File: src/rtl/cpu_dmem_arbiter.sv
// cpu_dmem_arbiter: shares one 16-bit big-endian Wishbone data port between two requesters.
// Optional build macro MOXIE_DMEM_WATCHDOG_EN aborts a beat after WDOG_CYCLES wait states.
module cpu_dmem_arbiter #(
   parameter int unsigned WDOG_CYCLES = 255
) (
   input  logic        clk_i,
   input  logic        rst_n_i,
   input  logic        req0_i,
   input  logic        we0_i,
   input  logic [1:0]  size0_i,
   input  logic [31:0] addr0_i,
   input  logic [31:0] wdata0_i,
   output logic        ack0_o,
   output logic        err0_o,
   output logic [31:0] rdata0_o,
   input  logic        req1_i,
   input  logic        we1_i,
   input  logic [1:0]  size1_i,
   input  logic [31:0] addr1_i,
   input  logic [31:0] wdata1_i,
   output logic        ack1_o,
   output logic        err1_o,
   output logic [31:0] rdata1_o,
   output logic [31:0] wb_adr_o,
   output logic [15:0] wb_dat_o,
   input  logic [15:0] wb_dat_i,
   output logic [1:0]  wb_sel_o,
   output logic        wb_we_o,
   output logic        wb_stb_o,
   output logic        wb_cyc_o,
   input  logic        wb_ack_i
);
   localparam logic [1:0] SZ_BYTE  = 2'b00;
   localparam logic [1:0] SZ_SHORT = 2'b01;
   localparam logic [1:0] SZ_LONG  = 2'b10;

   typedef enum logic [1:0] {IDLE, BEAT0, BEAT1, RESP} state_e;

   state_e      state_q, state_d;
   logic        port_q, port_d, we_q, we_d, err_q, err_d;
   logic [1:0]  size_q, size_d;
   logic [31:0] addr_q, addr_d, wdata_q, wdata_d, rdata_q, rdata_d;

   // Port 1 carries the older instruction, so it wins whenever it asks.
   logic        g_we, g_illegal;
   logic [1:0]  g_size;
   logic [31:0] g_addr, g_wdata;
   assign g_we      = req1_i ? we1_i    : we0_i;
   assign g_size    = req1_i ? size1_i  : size0_i;
   assign g_addr    = req1_i ? addr1_i  : addr0_i;
   assign g_wdata   = req1_i ? wdata1_i : wdata0_i;
   assign g_illegal = (g_size == 2'b11) || ((g_size != SZ_BYTE) && g_addr[0]);

`ifdef MOXIE_DMEM_WATCHDOG_EN
   localparam int unsigned WdW = $clog2(WDOG_CYCLES + 1);
   logic [WdW-1:0] wdog_q, wdog_d;
   logic           wdog_expire;
   assign wdog_expire = (wdog_q == WdW'(WDOG_CYCLES - 1));
`endif

   always_comb begin
      state_d  = state_q;
      port_d   = port_q;
      we_d     = we_q;
      err_d    = err_q;
      size_d   = size_q;
      addr_d   = addr_q;
      wdata_d  = wdata_q;
      rdata_d  = rdata_q;
      wb_adr_o = '0;
      wb_dat_o = '0;
      wb_sel_o = '0;
      wb_we_o  = 1'b0;
      wb_stb_o = 1'b0;
      wb_cyc_o = 1'b0;
`ifdef MOXIE_DMEM_WATCHDOG_EN
      wdog_d   = wdog_q;
`endif
      case (state_q)
         IDLE: begin
            if (req0_i || req1_i) begin
               port_d  = req1_i;
               we_d    = g_we;
               size_d  = g_size;
               addr_d  = g_addr;
               wdata_d = g_wdata;
               rdata_d = '0;
               err_d   = g_illegal;
               state_d = g_illegal ? RESP : BEAT0;
`ifdef MOXIE_DMEM_WATCHDOG_EN
               wdog_d  = '0;
`endif
            end
         end
         BEAT0: begin
            wb_cyc_o = 1'b1;
            wb_stb_o = 1'b1;
            wb_we_o  = we_q;
            wb_adr_o = {addr_q[31:1], 1'b0};
            case (size_q)
               SZ_BYTE: begin
                  wb_sel_o = addr_q[0] ? 2'b01 : 2'b10;
                  wb_dat_o = {2{wdata_q[7:0]}};
               end
               SZ_SHORT: begin
                  wb_sel_o = 2'b11;
                  wb_dat_o = wdata_q[15:0];
               end
               default: begin
                  wb_sel_o = 2'b11;
                  wb_dat_o = wdata_q[31:16];
               end
            endcase
            if (wb_ack_i) begin
               if (!we_q) begin
                  case (size_q)
                     SZ_BYTE:  rdata_d = {24'b0, addr_q[0] ? wb_dat_i[7:0] : wb_dat_i[15:8]};
                     SZ_SHORT: rdata_d = {16'b0, wb_dat_i};
                     default:  rdata_d = {wb_dat_i, 16'b0};
                  endcase
               end
               state_d = (size_q == SZ_LONG) ? BEAT1 : RESP;
`ifdef MOXIE_DMEM_WATCHDOG_EN
               wdog_d  = '0;
            end else if (wdog_expire) begin
               state_d = RESP;
               err_d   = 1'b1;
               rdata_d = '0;
            end else begin
               wdog_d  = wdog_q + 1'b1;
`endif
            end
         end
         BEAT1: begin
            wb_cyc_o = 1'b1;
            wb_stb_o = 1'b1;
            wb_we_o  = we_q;
            wb_adr_o = {addr_q[31:1] + 31'd1, 1'b0};
            wb_sel_o = 2'b11;
            wb_dat_o = wdata_q[15:0];
            if (wb_ack_i) begin
               if (!we_q) rdata_d = {rdata_q[31:16], wb_dat_i};
               state_d = RESP;
`ifdef MOXIE_DMEM_WATCHDOG_EN
            end else if (wdog_expire) begin
               state_d = RESP;
               err_d   = 1'b1;
               rdata_d = '0;
            end else begin
               wdog_d  = wdog_q + 1'b1;
`endif
            end
         end
         default: state_d = IDLE;
      endcase
   end

   always_ff @(posedge clk_i or negedge rst_n_i) begin
      if (!rst_n_i) begin
         state_q <= IDLE;
         port_q  <= 1'b0;
         we_q    <= 1'b0;
         err_q   <= 1'b0;
         size_q  <= '0;
         addr_q  <= '0;
         wdata_q <= '0;
         rdata_q <= '0;
`ifdef MOXIE_DMEM_WATCHDOG_EN
         wdog_q  <= '0;
`endif
      end else begin
         state_q <= state_d;
         port_q  <= port_d;
         we_q    <= we_d;
         err_q   <= err_d;
         size_q  <= size_d;
         addr_q  <= addr_d;
         wdata_q <= wdata_d;
         rdata_q <= rdata_d;
`ifdef MOXIE_DMEM_WATCHDOG_EN
         wdog_q  <= wdog_d;
`endif
      end
   end

   // Response lines are gated by RESP so rdata/err read as zero outside the ack pulse.
   assign ack0_o   = (state_q == RESP) && !port_q;
   assign ack1_o   = (state_q == RESP) &&  port_q;
   assign err0_o   = ack0_o && err_q;
   assign err1_o   = ack1_o && err_q;
   assign rdata0_o = ack0_o ? rdata_q : '0;
   assign rdata1_o = ack1_o ? rdata_q : '0;
endmodule
File: config.mk
export PLATFORM = sky130hd
export DESIGN_NAME = cpu_dmem_arbiter
export DESIGN_NICKNAME = d
export VERILOG_FILES = /design/src/rtl/cpu_dmem_arbiter.sv
export SDC_FILE = /design/constraint.sdc
export NUM_CORES = 1
export LEC_CHECK = 0
export CAP_MARGIN = 5
export CORE_ASPECT_RATIO = 0.6
export CORE_MARGIN = 10
export CORE_UTILIZATION = 44
export CTS_CLUSTER_DIAMETER = 200
export CTS_CLUSTER_SIZE = 24
export DETAILED_ROUTE_END_ITERATION = 16
export PLACE_DENSITY = 0.85
export SYNTH_ARGS = -nofsm -noshare
export SYNTH_HDL_FRONTEND = slang
export SYNTH_SLANG_ARGS = --single-unit
File: constraint.sdc
create_clock -name clk_i -period 2.95 [get_ports clk_i]
set_input_delay 0.59 -clock clk_i [delete_from_list [all_inputs] [get_ports clk_i]]
set_output_delay 0.59 -clock clk_i [all_outputs]
set_load 0.05 [all_outputs]
==> results_dict.tcl <==
set metrics [dict create \
    status "finished clean" \
    drc 0 \
    min_period_ns 2.91 \
    p_comb_share_pct 64.9 \
    timing.fmax_ghz 0.344 \
    met1_usage_pct 32.2 \
    cpPeakStageDelay_ns 0.60 \
    start_util_pct 45.6 \
    setup_viol 0 \
    peakVddDrop_uv 691 \
    syn_nets 943 \
    hold_viol 0 \
    yosys.area.top_type "dfrtp_1" \
    power.internal_mw 5.82 \
    drive_gt1_share_pct 23.4 \
    wire_per_inst_um 21.4 \
    cts_inserted_buffers 9 \
    tightest_slew_ns 0.668 \
    worst_setup_path_start_kind "flop" \
    dp_hpwl_um 20700 \
    critPathTopFamily "simple AND/OR/NAND/NOR gates" \
    synth_top_area_share_pct 38.5 \
    syn_to_final_growth_pct 65.2 \
    yosys_warnings 0 \
    synth_area_leaders "dfrtp_1 (39%), mux2i_1 (10%), o21ai_0 (8.0%), nand2_1 (7.5%), and2_1 (3.8%)" \
    p_sw_mw 5.56 \
    synth_area_um2 6690 \
    totalNegativeSetupSlack_ns 0 \
    io_pins 276 \
    grt_pass1_wl_um 40200 \
    period_share_pct 98.5 \
    die_h_um 116 \
    synth-edff-count 0 \
    cp_cell_sequence "nand4_1 -> or4_4 -> or4_1 -> nand3_1 -> buf_12" \
    rrSetupSlack_ns 0.56 \
    worstPathArrival_ns 2.32 \
    crit_type "reg -> out" \
    antenna_found_initial 1 \
    grt_max_degree 94 \
    cp_max_fo 5 \
    syn_avg_cell_area_um2 8.56 \
    drt-total-wl_um 26900 \
    top_usage_layer "met2" \
    core-area_um2 14700 \
    reg2reg_depth 8 \
    drv_cap 0 \
    clk_latency_ns 0.34 \
    die_w_um 179 \
    clkPwrFrac_pct 11.5 \
    ys_seq_area_share_pct 38.5 \
    slew_headroom_pct 55.2 \
    placed_cells 1219 \
    switching_share_pct 48.8 \
    cts_sinks 103 \
    antenna_left 0 \
    r2r-start "state_q[1]$_DFFE_PN0P_" \
    layout_common_cells "clkdlybuf4s50_1 (154), nand2_1 (131), o21ai_0 (103), dfrtp_1 (93), buf_12 (87)" \
    die_area_um2 20700 \
    cts-root-buf "clkbuf_16" \
    layout_commonest_cell "clkdlybuf4s50_1" \
    routabilityCongestion 0.955 \
    cts_max_level 3 \
    path_clk_slew_ns 0.07 \
    synthArstFlopShare_pct 100 \
    rows 34 \
    maxSlewViolCount 0 \
    critPathSlowestCell "or4_4" \
    synth_cells 782 \
    synthDistinctLibCells 59 \
    cp.required_ns 2.36 \
    use_met2_pct 39.1 \
    p_leak_nw 4.93 \
    endpoint_kind "output port" \
    crit_buf_inv 1 \
    hold_path_class "in -> async" \
    vias_per_cell 5.74 \
    dr.pass1.iters 5 \
    use_met3_pct 7.89 \
    rr_endpoint "rdata_q[12]$_DFFE_PN0P_" \
    gr-usage-all-layers_pct 24.4 \
    drt_iter0_drc 723 \
    clockBufferDepth 2 \
    grt_pass1_vias 7021 \
    instances_no_fill 1254 \
    power_density_nw_per_um2 1030 \
    num-nets-final 1211 \
    portBuffers 274 \
    synth-seq-cells 103 \
    clock_skew_ns 0.0125 \
    synth_ff_type "dfrtp_1" \
    vias 7194 \
    grt_remaining_overflow 0 \
    cts_tree "built" \
    power_frac_seq_pct 23.6 \
]
[kinds of logic after synthesis]
family / synth area share, %
AO/OA/AOI/OAI: 20.4
XOR/XNOR: 0.262
adder cells (fa/ha/maj): 1.42
buffers and inverters: 5.01
flip-flops: 38.5
multiplexers: 11.7
other: 0.0560
AND/OR/NAND/NOR: 22.7
[metrics by stage]
stage | setup slack (ns) | hold WS [ns] | total power, mW | utilization [%] | cell area (um^2)
floorplan | -0.0438 | 0.294 | 6.62 | - | 6780
global placement | 0.262 | 0.457 | 9.51 | 71.4 | 10500
detailed placement | 0.228 | 0.469 | 9.69 | 71.4 | 10500
CTS | -0.0393 | 0.273 | 11.1 | 74.2 | 10900
global route | -0.00133 | 0.290 | 12.0 | 75.3 | 11100
finish | 0.0431 | 0.270 | 11.4 | 75.3 | 11100
[registers in the layout, indices dropped and copies added, names as in the netlist]
signal   cells
err_q        1
rdata_q     32
we_q         1
state_q      2
addr_q      32
size_q       2
port_q       1
wdata_q     32
[layout make-up]
cell class / count / area (um^2)
Tap cell: 198 / 248
Sequential cell: 103 / 2590
Inverter: 8 / 33.8
Multi-Input combinational cell: 605 / 3950
Clock inverter: 6 / 97.6
Antenna cell: 1 / 2.50
Timing Repair Buffer: 323 / 3910
Clock buffer: 10 / 229
Fill cell: 1016 / 3620
[power groups by stage]
stage          sequential (mW)  clock, mW  combinational, mW
3_5_place_dp              2.69          0               7.00
2_1_floorplan             2.43          0               4.19
4_1_cts                   2.63       1.33               7.12
3_3_place_gp              2.65          0               6.86
5_1_grt                   2.76       1.39               7.84
6_report                  2.68       1.31               7.38
[timing repair]
item	in CTS	in global routing
hold buffers	0	0
pin swaps	3	5
endpoints found under the setup margin	19	39
hold endpoints to repair	0	0
gates cloned	0	1
resized for setup	8	29
buffers inserted	7	10
[worst max path at each step]
stage | startpoint | end | slack, ns | cells after the start
finish | addr_q[7]$_DFFE_PN0P_ | wb_adr_o[23] | 0.04 | 5
global placement | addr_q[6]$_DFFE_PN0P_ | wb_adr_o[14] | 0.26 | 6
floorplan | state_q[0]$_DFFE_PN0P_ | wb_adr_o[12] | -0.04 | 5
global route | state_q[0]$_DFFE_PN0P_ | wb_adr_o[3] | -0.001 | 9
detailed placement | addr_q[6]$_DFFE_PN0P_ | wb_adr_o[14] | 0.23 | 6
CTS | state_q[0]$_DFFE_PN0P_ | wb_adr_o[9] | -0.04 | 7
[layer usage]
layer | wire length [um] | vias to the layer above | share of wire, %
li1 | - | 3352 | -
met1 | 11500 | 3436 | 43
met2 | 12400 | 378 | 46
met3 | 2630 | 28 | 9.8
met4 | 270 | 0 | 1.0
met5 | 0 | - | 0
[synth_stat cells (8+ instances only)]
library cell / count
a31oi_1: 21
and3_1: 39
buf_1: 9
a22oi_1: 27
mux2i_1: 67
o21ai_0: 107
nor3_1: 9
nand4_1: 8
nand3_1: 9
nand2_1: 134
clkbuf_1: 39
a21oi_1: 10
dfrtp_1: 103
mux2_2: 10
and2_1: 41
nor2_1: 32
a22o_1: 18
No activity file was read; power rests on OpenSTA's default activity.
